## src/rtl/data_island_packet_scheduler_if.sv

```systemverilog
// Slot/frame strobes and audio inputs from the timing side, packet grant and
// status outputs toward the assembler.
interface data_island_packet_scheduler_if;
    logic       packet_slot;
    logic       frame_start;
    logic       clk_audio_counter_wrap;
    logic [2:0] sample_level;
    logic       packet_valid;
    logic [7:0] packet_type;
    logic [2:0] sample_pop_count;
    logic       acr_overrun;
    logic       slot_collision;

    modport master (
        output packet_slot, frame_start, clk_audio_counter_wrap, sample_level,
        input  packet_valid, packet_type, sample_pop_count, acr_overrun, slot_collision
    );

    modport slave (
        input  packet_slot, frame_start, clk_audio_counter_wrap, sample_level,
        output packet_valid, packet_type, sample_pop_count, acr_overrun, slot_collision
    );
endinterface

```

## src/rtl/data_island_packet_scheduler.sv

```systemverilog
// Chooses the HDMI data-island packet for each slot: ACR first, then audio
// samples, then pending InfoFrames (AVI, Audio IF, SPD), otherwise null.
module data_island_packet_scheduler #(
    parameter logic [2:0]  INFOFRAME_MASK = 3'b111,
    parameter bit          AUDIO_ENABLE   = 1'b1,
    parameter int unsigned PACKET_CYCLES  = 32
) (
    input logic                          clk_pixel,
    input logic                          reset_n,
    data_island_packet_scheduler_if.slave bus
);
    localparam int unsigned   CW   = (PACKET_CYCLES > 1) ? $clog2(PACKET_CYCLES) : 1;
    localparam logic [CW-1:0] LOAD = CW'(PACKET_CYCLES - 1);

    localparam logic [0:0] IDLE = 1'b0;
    localparam logic [0:0] BUSY = 1'b1;

    logic [0:0]    state;
    logic [CW-1:0] busy_cnt;
    logic          wrap_q;
    logic          acr_pending;
    logic [2:0]    if_pending;

    logic          acr_evt;
    logic          accept;
    logic          grant_acr;
    logic          grant_audio;
    logic [2:0]    if_grant;
    logic [7:0]    next_type;
    logic [2:0]    next_pop;

    // BUSY with busy_cnt at 0 is the last cycle of the packet, so a slot
    // exactly PACKET_CYCLES after the previous grant is already accepted.
    always_comb begin
        acr_evt     = bus.clk_audio_counter_wrap ^ wrap_q;
        accept      = bus.packet_slot && (state == IDLE || busy_cnt == '0);
        grant_acr   = acr_pending | acr_evt;
        grant_audio = AUDIO_ENABLE && !grant_acr && (bus.sample_level != '0);
        if_grant    = '0;
        next_type   = 8'h00;
        next_pop    = '0;
        if (grant_acr) begin
            next_type = 8'h01;
        end else if (grant_audio) begin
            next_type = 8'h02;
            next_pop  = (bus.sample_level > 3'd4) ? 3'd4 : bus.sample_level;
        end else if (if_pending[0]) begin
            next_type = 8'h82;
            if_grant  = 3'b001;
        end else if (if_pending[1]) begin
            next_type = 8'h84;
            if_grant  = 3'b010;
        end else if (if_pending[2]) begin
            next_type = 8'h83;
            if_grant  = 3'b100;
        end
    end

    always_ff @(posedge clk_pixel or negedge reset_n) begin
        if (!reset_n) begin
            state                <= IDLE;
            busy_cnt             <= '0;
            wrap_q               <= 1'b0;
            acr_pending          <= 1'b0;
            if_pending           <= '0;
            bus.packet_valid     <= 1'b0;
            bus.packet_type      <= 8'h00;
            bus.sample_pop_count <= '0;
            bus.acr_overrun      <= 1'b0;
            bus.slot_collision   <= 1'b0;
        end else begin
            wrap_q               <= bus.clk_audio_counter_wrap;
            bus.packet_valid     <= accept;
            bus.packet_type      <= accept ? next_type : 8'h00;
            bus.sample_pop_count <= accept ? next_pop : 3'd0;

            // A fresh event arriving with a granted pending ACR keeps one owed.
            if (accept && grant_acr)
                acr_pending <= acr_pending & acr_evt;
            else
                acr_pending <= acr_pending | acr_evt;

            if (acr_evt && acr_pending && !(accept && grant_acr))
                bus.acr_overrun <= 1'b1;
            if (bus.packet_slot && !accept)
                bus.slot_collision <= 1'b1;

            if_pending <= (if_pending & ~(accept ? if_grant : 3'b000))
                        | (bus.frame_start ? INFOFRAME_MASK : 3'b000);

            if (accept) begin
                state    <= BUSY;
                busy_cnt <= LOAD;
            end else if (state == BUSY) begin
                if (busy_cnt == '0)
                    state <= IDLE;
                else
                    busy_cnt <= busy_cnt - 1'b1;
            end
        end
    end
endmodule

```

## src/flat_wrapper.sv

```systemverilog
// flat-port wrapper written by rule: the top's interface ports become plain ports
module data_island_packet_scheduler_flat 
#(
    parameter logic [2:0]  INFOFRAME_MASK = 3'b111,
    parameter bit          AUDIO_ENABLE   = 1'b1,
    parameter int unsigned PACKET_CYCLES  = 32
)
  (clk_pixel, reset_n, bus_packet_slot, bus_frame_start, bus_clk_audio_counter_wrap, bus_sample_level, bus_packet_valid, bus_packet_type, bus_sample_pop_count, bus_acr_overrun, bus_slot_collision);
  data_island_packet_scheduler_if bus_i ();
  input logic clk_pixel;
  input logic reset_n;
  input wire logic [$bits(bus_i.packet_slot)-1:0] bus_packet_slot;
  input wire logic [$bits(bus_i.frame_start)-1:0] bus_frame_start;
  input wire logic [$bits(bus_i.clk_audio_counter_wrap)-1:0] bus_clk_audio_counter_wrap;
  input wire logic [$bits(bus_i.sample_level)-1:0] bus_sample_level;
  output wire logic [$bits(bus_i.packet_valid)-1:0] bus_packet_valid;
  output wire logic [$bits(bus_i.packet_type)-1:0] bus_packet_type;
  output wire logic [$bits(bus_i.sample_pop_count)-1:0] bus_sample_pop_count;
  output wire logic [$bits(bus_i.acr_overrun)-1:0] bus_acr_overrun;
  output wire logic [$bits(bus_i.slot_collision)-1:0] bus_slot_collision;
  assign bus_i.packet_slot = bus_packet_slot;
  assign bus_i.frame_start = bus_frame_start;
  assign bus_i.clk_audio_counter_wrap = bus_clk_audio_counter_wrap;
  assign bus_i.sample_level = bus_sample_level;
  assign bus_packet_valid = bus_i.packet_valid;
  assign bus_packet_type = bus_i.packet_type;
  assign bus_sample_pop_count = bus_i.sample_pop_count;
  assign bus_acr_overrun = bus_i.acr_overrun;
  assign bus_slot_collision = bus_i.slot_collision;
  data_island_packet_scheduler #(.INFOFRAME_MASK(INFOFRAME_MASK), .AUDIO_ENABLE(AUDIO_ENABLE), .PACKET_CYCLES(PACKET_CYCLES)) u_core (.clk_pixel(clk_pixel), .reset_n(reset_n), .bus(bus_i));
endmodule
```

## config.mk

```make
export PLATFORM = sky130hd
export DESIGN_NAME = data_island_packet_scheduler_flat
export DESIGN_NICKNAME = d
export VERILOG_FILES = /design/src/rtl/data_island_packet_scheduler_if.sv /design/src/rtl/data_island_packet_scheduler.sv /design/src/flat_wrapper.sv
export SDC_FILE = /design/constraint.sdc
export NUM_CORES = 1
export LEC_CHECK = 0
export CAP_MARGIN = 20
export CORE_MARGIN = 2
export CORE_UTILIZATION = 43
export DETAILED_ROUTE_END_ITERATION = 10
export GPL_ROUTABILITY_DRIVEN = 0
export PLACE_DENSITY_LB_ADDON = 0.12
export SLEW_MARGIN = 15
export SYNTH_ARGS = -nofsm -noshare
export SYNTH_HDL_FRONTEND = slang
export SYNTH_SLANG_ARGS = --single-unit
```

## constraint.sdc

```tcl
create_clock -name clk_pixel -period 2 [get_ports clk_pixel]
set_input_delay 0.3 -clock clk_pixel [delete_from_list [all_inputs] [get_ports clk_pixel]]
set_output_delay 0.3 -clock clk_pixel [all_outputs]
set_load 0.1 [all_outputs]
```

After elaboration in Yosys (flattened, before gate mapping). Index checks and enable logic that the tools add are counted.

Latch bits: 0. Memory bits (writable): 0. Register bits after elaboration: 25. ROM bits: 0. Output and inout bits: 14. Memories kept: 0. Input port bits: 8.

Bitwise logic cells: 7. $mul: 0. Muxes and demuxes: 24. Divide/modulo/power cells: 0. Magnitude comparators: 1. Shift operators: 0. Add/subtract/negate cells: 1. Equality and inequality tests: 1. Reduce and logical (&&, ||, !) cells: 14.

Operators by type and width (number): 8-bit 2-to-1 mux (6); 3-bit 2-to-1 mux (11); 5-bit 2-to-1 mux (3); 1-bit logical AND (6); 5-bit zero test (1); 5-bit by 1-bit subtractor with 5-bit output, second input constant (1); 1-bit 2-to-1 mux (4); 3-bit bitwise AND (1); 3-bit greater-than comparator, second input constant (1); 1-bit zero test (3); 3-bit inverter (1); 3-bit bitwise OR (1); 3-bit nonzero test (1); 2-bit by 1-bit != test with 1-bit output, second input constant (1); 2-bit AND reduction (1); 2-bit nonzero test (1); 1-bit bitwise AND (1); 1-bit logical OR (1); 1-bit inverter (1); 1-bit bitwise OR (1); 1-bit XOR (1).

Depth between registers and ports, before layout. Gate-level depths: netlist (run 1).

Word-level depth: 10. Gate-level depth with buffers: 6. Gate-level depth less buffers: 5.

Worst setup path after synthesis (run 1). No wires, ideal clock.

Path type: register to register. Start: register u_core.busy_cnt[0]. End: register u_core.bus.packet_type[7]. Required time: 1.906 ns. Cell stages (with the launch flop): 7. Data arrival time: 1.808 ns. Setup slack: 0.099 ns. Period minus slack after synthesis: 1.901 ns. Cell sequence: dfrtp_1 -> inv_1 -> ha_1 -> or4b_1 -> buf_6 -> a2111oi_4 -> nor4b_4.

Cells in the longest elaborated chain, start to end: 4.

Ends and longest elaborated chain: start: declaration (RTL line data_island_packet_scheduler.sv:19) `logic [CW-1:0] busy_cnt;`; start signal: assignment (RTL line data_island_packet_scheduler.sv:98) `busy_cnt <= busy_cnt - 1'b1;`; 5-bit zero test (RTL line data_island_packet_scheduler.sv:36) `accept = bus.packet_slot && (state == IDLE || busy_cnt == '0);`; 1-bit logical OR (RTL line data_island_packet_scheduler.sv:36); 1-bit logical AND (RTL line data_island_packet_scheduler.sv:36); 8-bit 2-to-1 mux (RTL line data_island_packet_scheduler.sv:74) `bus.packet_type <= accept ? next_type : 8'h00;`; end signal: assignment (RTL line data_island_packet_scheduler.sv:74); end: declaration (RTL line data_island_packet_scheduler_if.sv:21) `output packet_valid, packet_type, sample_pop_count, acr_overrun, slot_collision`.

Every way passes these cells. A chain may end at the register's enable or synchronous reset.

Worst setup path in the final report (run 1).
Start: register u_core.busy_cnt[1]. End: register u_core.busy_cnt[3].

Cells in the longest elaborated chain, start to end: 5.

Ends and longest elaborated chain: branches (longest 5 deep; another with 5-bit by 1-bit subtractor with 5-bit output).

Parallel ways; which one is timed is not known. The select of a mux whose other input is x is not followed.

==> summary.txt, run 1 <==
Status: finished, final reports clean
Initial DRT Pass Iterations: 4
CTS sink count: 21
R2R Setup Slk: 0.11 ns
Max rail drop VDD: 0.496 mV
Max-slew violation count: 0
Critical Path RT: 2.19 ns
Worst-skew pair later-pin latency: 0.29 ns
Root Buffer: clkbuf_4
Post-Syn Area: 940 sq um
RR Startpoint: u_core.busy_cnt[1]$_DFFE_PN0P_
Dpl ws: 0.0532 ns
TritonCTS buffer count: 3
Number of synthesized flops with an enable pin: 0
Post-DP HPWL: 1280 microns
Vias per cell: 4.93
Critical Path Fanout Max: 6
Finished Cell Area: 1190 sq um
Max Cap Viol: 0
Endpoints failing setup: 0
Hold Fails Final Rpt: 0
Yosys Warn Count: 0
Netlist cell types: 33
Drt initial violations: 4
Vias in the first global route: 614
Number of diodes: 0
Flop and latch count out of synthesis: 21
PD cells: 916 nW/um^2
Post-synthesis sequential area ratio: 55.9%
Setup crit start kind: flip-flop
RSZ-0062 raised after global routing: false
Initial antenna violation count: 0
Initial Utilization: 46.9%
FFs w/ async S/R, synth: 100%
Post-Syn Instances: 80
Fin crit period: 1.89 ns
Main combinational cell family by area after synthesis: compound AO/OA/AOI/OAI gates
Clk buf depth: 2
Via count: 665
R2R cell count: 6
Post-layout net count: 118
Multiplexer share of the synthesized area: 0%
Gr usage total: 14.5%
Post-route insts no fill: 135
Row count: 16
H-tree level count: 1
Area growth, synth to finish: 26.2%
DRC violations left: 0
Max Freq: 0.528 GHz
CTS Hold Bufs: 0
Synthesized area per cell: 11.7 sq um
Dominant synthesized flop cell: dfrtp_1
Arr. time, crit path: 2.09 ns
IO buf count: 17
Worst Hold Class: primary input to asynchronous set/reset pin
CTS tree: done
Synth Area in Adders: 2.40%
Overflow after GRT: 0
Die Width: 50.7 microns
Hold_ws: 0.327 ns
Clk_skew: 0.00554 ns
Post-synthesis simple-gate area fraction: 16.4%
Largest net degree at the start of global routing: 22
Routed Antenna Nets: 0
Leak: 0.527 nW
Post-route setup slack: 0.107 ns
Share of layout cells above drive strength 1: 29.6%
First-pass GRT wire length: 2830 microns
Placed Instance Area: 1150 sq um
Period utilization: 94.6%
Final wirelength: 1670 microns
Setup TNS: 0 ns
Clk slew on worst S/H paths: 0.12 ns
IO Pins: 22
Critical path class: flip-flop to flip-flop
CP Capture Type: flip-flop
XOR/XNOR Fraction of Synth Area: 0.932%
Core area: 2000 sq um
Wire per inst: 12.4 microns
Synth Area in Compound Gates: 17.2%
Cell count after placement: 130
Chip Height: 50.7 microns
R2R Path End: u_core.busy_cnt[3]$_DFFE_PN0P_
Die area: 2580 sq um
-- cells by family (layout without fill, tap and decap cells) --
| group | after synthesis | count (layout) |
|---|---|---|
| buf+inv | 11 | 36 |
| xor+xnor | 1 | 1 |
| flops | 21 | 21 |
| compound gates | 20 | 20 |
| other cells | 1 | 4 |
| simple gates | 24 | 24 |
| fa+ha+maj | 2 | 2 |
-- worst max-delay path, cell delays in order (launching register included) --
cell and delay [ns]:
dfrtp_1 0.41, inv_1 0.06, ha_1 0.15, or4b_1 0.54, buf_4 0.21, a211o_2 0.32, o311a_1 0.10
-- sequential cells by signal (all words and copies together) (netlist names), 3 cells and up --
name	count
u_core.if_pending	3
u_core.bus.packet_type	4
u_core.busy_cnt	5
u_core.bus.sample_pop_count	3
-- how the worst max path moves through the flow --
stage / from / end / cells after the start
2_1_floorplan: u_core.busy_cnt[0]$_DFFE_PN0P_ / u_core.bus.packet_type[7]$_DFF_PN0_ / 6
3_3_place_gp: u_core.busy_cnt[1]$_DFFE_PN0P_ / u_core.bus.packet_type[7]$_DFF_PN0_ / 5
3_5_place_dp: u_core.busy_cnt[1]$_DFFE_PN0P_ / u_core.bus.packet_type[7]$_DFF_PN0_ / 5
4_1_cts: u_core.busy_cnt[1]$_DFFE_PN0P_ / u_core.bus.packet_type[7]$_DFF_PN0_ / 5
5_1_grt: u_core.busy_cnt[1]$_DFFE_PN0P_ / u_core.busy_cnt[3]$_DFFE_PN0P_ / 6
6_report: u_core.busy_cnt[1]$_DFFE_PN0P_ / u_core.busy_cnt[3]$_DFFE_PN0P_ / 6
-- Yosys cell counts, types with 2 or more instances --
master / number / share of area (%)
a31oi_1: 3 / 2.0
o21ai_0: 2 / 1.1
and2_2: 3 / 2.4
nand2b_1: 3 / 2.0
inv_1: 5 / 2.0
a211oi_1: 3 / 2.4
dfrtp_1: 21 / 56
nand2_1: 2 / 0.80
buf_4: 4 / 3.2
nor2_1: 6 / 2.4
nor3_1: 3 / 1.6
a21oi_1: 4 / 2.1
-- power breakdown --
| group | switching (mW) | leakage, nW | internal (mW) |
|---|---|---|---|
| Sequential | 0.0481 | 0.243 | 0.487 |
| Combinational | 0.203 | 0.269 | 0.147 |
| Clock | 0.124 | 0.0150 | 0.0775 |
| Total | 0.375 | 0.527 | 0.711 |
-- cell usage in the layout, fill, tap and decap left out, types with 4 or more instances in the layout --
cell and instances:
buf_4 20, clkdlybuf4s50_1 7, conb_1 4, a21oi_1 4
dfrtp_1 21, nor2_1 6, inv_1 5
-- per-stage QoR --
stage	power, mW	utilization, %
floorplan	0.774	-
global placement	0.884	57.6
detailed placement	0.898	57.6
CTS	1.10	58.9
global route	1.16	59.3
finish	1.09	59.3
-- per-layer routing --
metal | up-vias | track usage, % | routed length, microns
li1 | 335 | - | -
met1 | 311 | 22.0 | 818
met2 | 19 | 21.9 | 772
met3 | 0 | 2.68 | 79
met4 | 0 | 2.70 | 0
met5 | - | 0 | 0
-- what timing repair did --
action                     CTS  global route
setup endpoints to repair    0             1
hold endpoints to repair     0             0
buffers inserted             0             1
resized for setup            0             0
-- area by class of cell --
class                      count  area [sq um]
clock buffer                   4          26.3
fill                         181           816
inverter                       5          18.8
multi-input combinational     51           362
sequential                    21           526
tap                           27          33.8
timing repair buffer          27           220
Power figures use the tool's default switching activity.
==> run 2: changes to the inputs <==
--- a/config.mk
+++ b/config.mk
@@ -11,6 +11,7 @@
 export DETAILED_ROUTE_END_ITERATION = 10
 export GPL_ROUTABILITY_DRIVEN = 0
 export PLACE_DENSITY_LB_ADDON = 0.12
+export RECOVER_POWER = 50
 export SLEW_MARGIN = 15
 export SYNTH_ARGS = -nofsm -noshare
 export SYNTH_HDL_FRONTEND = slang
==> run 2 against run 1 <==
  * Final cell count unchanged
  * Critical endpoint unchanged
  * Wire length down 0.36%
  * First-iteration DRC count stayed put
==> summary.txt, run 2 (synthesized netlist as in run 1, its figures left out) <==
Status: finished, final reports clean (unchanged)
Commonest non-fill, non-tap cells in the layout: dfrtp_1, buf_4, nor2_1 (was dfrtp_1, buf_4, clkdlybuf4s50_1)
DRC violations left: 0 (unchanged)
Routed Antenna Nets: 0 (unchanged)
Die area: 2580 sq um (unchanged)
Via count: 672 (was 665)
Largest net degree at the start of global routing: 22 (unchanged)
Max Freq: 0.528 GHz (about the same)
Fin crit period: 1.89 ns (about the same)
First-pass GRT wire length: 2830 microns (unchanged)
Max-slew violation count: 0 (unchanged)
Arr. time, crit path: 2.09 ns (about the same)
CTS Hold Bufs: 0 (unchanged)
Period utilization: 94.6% (about the same)
Worst-Margin Slew: 1.08 ns
TritonCTS buffer count: 3 (unchanged)
Number of post-CTS setup repair buffers: 0 (unchanged)
Hold Fails Final Rpt: 0 (unchanged)
Vias per cell: 4.98 (was 4.93)
Fill count: 183 (was 181)
Initial antenna violation count: 0 (unchanged)
Largest register FFs: 5 (unchanged)
Dpl ws: 0.0532 ns (unchanged)
H-tree level count: 1 (unchanged)
Max Cap Viol: 0 (unchanged)
Clk buf depth: 2 (unchanged)
Max rail drop VDD: 0.492 mV (was 0.496 mV)
Leading cell type in the layout, fill and taps excluded: dfrtp_1 (unchanged)
Setup crit start kind: flip-flop (unchanged)
Gr usage total: 14.5% (unchanged)
IO buf count: 17 (unchanged)
Leak: 0.521 nW (was 0.527 nW)
Core area: 2000 sq um (unchanged)
IO Pins: 22 (unchanged)
RSZ-0062 raised after global routing: false (unchanged)
R2R Setup Slk: 0.11 ns (about the same)
Vias in the first global route: 614 (unchanged)
Critical Path RT: 2.19 ns (about the same)
Row count: 16 (unchanged)
Root Buffer: clkbuf_4 (unchanged)
Most flops, register: u_core.busy_cnt (unchanged)
Final Power: 1.08 mW (was 1.09 mW)
Die Width: 50.7 microns (unchanged)
Post-layout net count: 118 (unchanged)
Critical Path Fanout Max: 6 (unchanged)
Largest regs: u_core.busy_cnt (5), u_core.bus.packet_type (4) (unchanged)
Wire per inst: 12.3 microns (was 12.4 microns)
Post-route setup slack: 0.107 ns (about the same)
Initial DRT Pass Iterations: 4 (unchanged)
Drt initial violations: 4 (unchanged)
Final wirelength: 1660 microns (was 1670 microns)
CTS sink count: 21 (unchanged)
Number of diodes: 0 (unchanged)
Chip Height: 50.7 microns (unchanged)
Clk_skew: 0.00552 ns (was 0.00554 ns)
Hold_ws: 0.470 ns (was 0.327 ns)
PD cells: 921 nW/um^2 (was 916 nW/um^2)
Worst Hold Class: flip-flop to flip-flop (was primary input to asynchronous set/reset pin)
CP Capture Type: flip-flop (unchanged)
Critical path class: flip-flop to flip-flop (unchanged)
Endpoints failing setup: 0 (unchanged)
Share of layout cells above drive strength 1: 28.7% (was 29.6%)
Clk slew on worst S/H paths: 0.12 ns (about the same)
Cts repair resizes: 0 (unchanged)
Overflow after GRT: 0 (unchanged)
Post-DP HPWL: 1280 microns (unchanged)
Setup TNS: 0 ns (unchanged)
Initial Utilization: 46.9% (unchanged)
Area growth, synth to finish: 24.8% (was 26.2%)
Slew margin rel.: 28.3%
Worst-skew pair later-pin latency: 0.29 ns (about the same)
CTS tree: done (unchanged)
run 2: changes by cell type in the layout (fill, tap and decap cells not counted), sizes merged:
| cell | change |
|---|---|
| buf | -5 |
| clkdlybuf4s50 | -2 |
| clkbuf | +5 |
| dlygate4sd3 | +2 |
run 2: final cells by class:
class | instances | area, sq um | area share, %
Inverter | 5 | 18.8 | 1.60
Sequential cell | 21 | 526 | 44.8
Timing Repair Buffer | 27 | 206 | 17.6
Tap cell | 27 | 33.8 | 2.88
Clock buffer | 4 | 26.3 | 2.24
Multi-Input combinational cell | 51 | 362 | 30.8
run 2: worst paths after layout:
check | startpoint | to | cells past startpoint
worst max-delay path | u_core.busy_cnt[1]$_DFFE_PN0P_ | u_core.busy_cnt[3]$_DFFE_PN0P_ | 6
worst min-delay path | u_core.bus.slot_collision$_DFFE_PN0P_ | u_core.bus.slot_collision$_DFFE_PN0P_ | 1
worst max register to register | u_core.busy_cnt[1]$_DFFE_PN0P_ | u_core.busy_cnt[3]$_DFFE_PN0P_ | 6
worst min register to register | u_core.bus.slot_collision$_DFFE_PN0P_ | u_core.bus.slot_collision$_DFFE_PN0P_ | 1
max in group asynchronous | reset_n | u_core.bus.sample_pop_count[1]$_DFF_PN0_ | 2
min in group asynchronous | reset_n | u_core.busy_cnt[4]$_DFFE_PN0P_ | 2
run 2: critical path, cell delays in order (launching register included):
cell	delay [ns]
dfrtp_1	0.41
inv_1	0.06
ha_1	0.15
or4b_1	0.54
buf_4	0.21
a211o_2	0.32
o311a_1	0.10
run 2: through the flow:
stage                     instance area, sq um  utilization, %  instances
after floorplan                            951               -         83
after global placement                    1150            57.6        130
after detailed placement                  1150            57.6        130
after CTS                                 1180            58.9        134
after global routing                      1170            58.6        135
final                                     1170            58.6        135
run 2: where the power goes:
part | leakage (nW) | internal, mW | switching, mW
combinational | 0.262 | 0.142 | 0.203
clock | 0.0150 | 0.0775 | 0.124
sequential | 0.243 | 0.486 | 0.0480
total | 0.521 | 0.706 | 0.375
run 2: metal layers:
| metal | global-route usage, % | vias up | wire (microns) |
|---|---|---|---|
| met5 | 0 | - | 0 |
| met4 | 2.70 | 0 | 0 |
| met3 | 2.68 | 0 | 93 |
| met2 | 21.9 | 26 | 772 |
| met1 | 22.0 | 312 | 798 |
| li1 | - | 334 | - |
==> run 3: changes to the inputs <==
--- a/config.mk
+++ b/config.mk
@@ -6,8 +6,11 @@
 export NUM_CORES = 1
 export LEC_CHECK = 0
 export CAP_MARGIN = 20
+export CELL_PAD_IN_SITES_DETAIL_PLACEMENT = 0
+export CELL_PAD_IN_SITES_GLOBAL_PLACEMENT = 1
+export CORE_ASPECT_RATIO = 2
 export CORE_MARGIN = 2
-export CORE_UTILIZATION = 43
+export CORE_UTILIZATION = 34
 export DETAILED_ROUTE_END_ITERATION = 10
 export GPL_ROUTABILITY_DRIVEN = 0
 export PLACE_DENSITY_LB_ADDON = 0.12
==> run 3 against run 2 <==
  * Power increased by 12%
  * Wire length increased by 18%
  * Worst hold slack got worse by 0.0022 ns
  * Global-route usage increased by 0.68 points
  * First-iteration DRC count increased to 3.0 times the previous value
  * Clock power increased by 38%
  * Core utilization decreased by 14 points
  * Flip-flop and latch count unchanged
  * Clock-buffer cell count unchanged
  * Critical endpoint is now u_core.bus.packet_type[7]$_DFF_PN0_
  * Highest routed layer is now met4
==> summary.txt, run 3 (synthesized netlist as in run 1, its figures left out) <==
CTS Hold Bufs: 0 (unchanged)
IO Pins: 22 (unchanged)
Max-slew violation count: 0 (unchanged)
Final wirelength: 1960 microns (was 1660 microns)
Largest net degree at the start of global routing: 22 (unchanged)
Share of layout cells above drive strength 1: 30.9% (was 28.7%)
Clk_skew: 0.00188 ns (was 0.00552 ns)
Initial Utilization: 34.8% (was 46.9%)
Leading cell type in the layout, fill and taps excluded: dfrtp_1 (unchanged)
Slew margin rel.: 26.5% (was 28.3%)
Clk slew on worst S/H paths: 0.07 ns (was 0.12 ns)
Vias in the first global route: 741 (was 614)
Arr. time, crit path: 2.04 ns (was 2.09 ns)
Post-route insts no fill: 139 (was 135)
Post-layout net count: 120 (was 118)
Leak: 0.538 nW (was 0.521 nW)
Commonest non-fill, non-tap cells in the layout: dfrtp_1, buf_4, nor2_1 (unchanged)
Critical Path Fanout Max: 7 (was 6)
Final Power: 1.21 mW (was 1.08 mW)
Vias per cell: 4.95 (was 4.98)
Worst-Margin Slew: 1.10 ns (was 1.08 ns)
Clk buf depth: 2 (unchanged)
TritonCTS buffer count: 3 (unchanged)
Status: finished, final reports clean (unchanged)
Number of diodes: 0 (unchanged)
Wire per inst: 14.1 microns (was 12.3 microns)
Period utilization: 93.1% (was 94.6%)
Drt initial violations: 12 (was 4)
Initial DRT Pass Iterations: 4 (unchanged)
Largest regs: u_core.busy_cnt (5), u_core.bus.packet_type (4) (unchanged)
Overflow after GRT: 0 (unchanged)
Critical path class: flip-flop to flip-flop (unchanged)
Max Freq: 0.537 GHz (was 0.528 GHz)
Chip Height: 78.3 microns (was 50.7 microns)
DRC violations left: 0 (unchanged)
IO buf count: 17 (unchanged)
RSZ-0062 raised after global routing: false (unchanged)
Routed Antenna Nets: 0 (unchanged)
Die area: 3230 sq um (was 2580 sq um)
Worst Hold Class: flip-flop to flip-flop (unchanged)
Cell count after placement: 135 (was 130)
Endpoints failing setup: 0 (unchanged)
Hold Fails Final Rpt: 0 (unchanged)
Gr usage total: 15.2% (was 14.5%)
Root Buffer: clkbuf_8 (was clkbuf_4)
Max rail drop VDD: 0.414 mV (was 0.492 mV)
Setup crit start kind: flip-flop (unchanged)
Core area: 2700 sq um (was 2000 sq um)
CTS sink count: 21 (unchanged)
H-tree level count: 1 (unchanged)
Via count: 688 (was 672)
Largest register FFs: 5 (unchanged)
Row count: 27 (was 16)
First-pass GRT wire length: 3280 microns (was 2830 microns)
Worst-skew pair later-pin latency: 0.26 ns (was 0.29 ns)
Initial antenna violation count: 0 (unchanged)
Fin crit period: 1.86 ns (was 1.89 ns)
PD cells: 995 nW/um^2 (was 921 nW/um^2)
Max Cap Viol: 0 (unchanged)
Post-DP HPWL: 1570 microns (was 1280 microns)
Die Width: 41.2 microns (was 50.7 microns)
CP Capture Type: flip-flop (unchanged)
CTS tree: done (unchanged)
Critical Path RT: 2.18 ns (was 2.19 ns)
Area growth, synth to finish: 29.0% (was 24.8%)
Most flops, register: u_core.busy_cnt (unchanged)
[run 3: cell count changes in the layout (fill, tap and decap cells not counted), sizes merged]
cell  previous run  this run
buf             15        17
[run 3: worst max-delay path, cell delays in order (launching register included)]
cell	delay (ns)
dfrtp_1	0.39
inv_1	0.06
ha_1	0.15
or4b_4	0.53
a2111oi_4	0.39
nor4b_4	0.25
[run 3: power by group]
part           total (mW)  switching [mW]  internal [mW]
clock               0.278           0.136          0.142
sequential          0.531          0.0438          0.487
combinational       0.397           0.225          0.172
[run 3: metrics by stage]
step	utilization (%)	hold slack [ns]	TNS, ns	cell area, sq um	worst slack, ns
2_1_floorplan	-	0.00441	0	951	0.0985
3_3_place_gp	43.6	0.452	0	1180	0.0580
3_5_place_dp	43.6	0.458	-0.0146	1180	-0.0146
4_1_cts	45.4	0.387	0	1230	0.0618
5_1_grt	44.9	0.490	0	1210	0.0297
6_report	44.9	0.468	0	1210	0.137
[run 3: cell type report]
cell class,count,area [sq um]
Multi-Input combinational cell,51,365
Clock buffer,4,45.0
Timing Repair Buffer,29,221
Sequential cell,21,526
Inverter,5,18.8
Fill cell,292,1490
Tap cell,29,36.3
[run 3: final timing paths]
| kind | from | endpoint | slack, ns | depth (start not counted) |
|---|---|---|---|---|
| max in group asynchronous | reset_n | u_core.busy_cnt[3]$_DFFE_PN0P_ | 0.58 | 2 |
| hold / removal | u_core.bus.slot_collision$_DFFE_PN0P_ | u_core.bus.slot_collision$_DFFE_PN0P_ | 0.47 | 1 |
| min in group asynchronous | reset_n | u_core.bus.packet_valid$_DFF_PN0_ | 0.76 | 2 |
| setup reg to reg | u_core.busy_cnt[1]$_DFFE_PN0P_ | u_core.bus.packet_type[7]$_DFF_PN0_ | 0.14 | 5 |
| setup / recovery | u_core.busy_cnt[1]$_DFFE_PN0P_ | u_core.bus.packet_type[7]$_DFF_PN0_ | 0.14 | 5 |
| hold reg to reg | u_core.bus.slot_collision$_DFFE_PN0P_ | u_core.bus.slot_collision$_DFFE_PN0P_ | 0.47 | 1 |
[run 3: per-layer routing]
| layer | share of wire [%] | track usage (%) | vias to the layer above | routed length, microns |
|---|---|---|---|---|
| li1 | - | - | 337 | - |
| met1 | 35 | 14.9 | 333 | 688 |
| met2 | 58 | 26.7 | 13 | 1140 |
| met3 | 2.9 | 1.69 | 5 | 57 |
| met4 | 3.5 | 9.68 | 0 | 68 |
| met5 | 0 | 0 | - | 0 |
[run 3: timing repair]
action                     in CTS  in global routing
setup buffers                   0                  0
resized for setup               1                  0
cloned                          0                  0
setup endpoints to repair       1                  1
hold endpoints to repair        0                  0
pin swaps                       0                  1
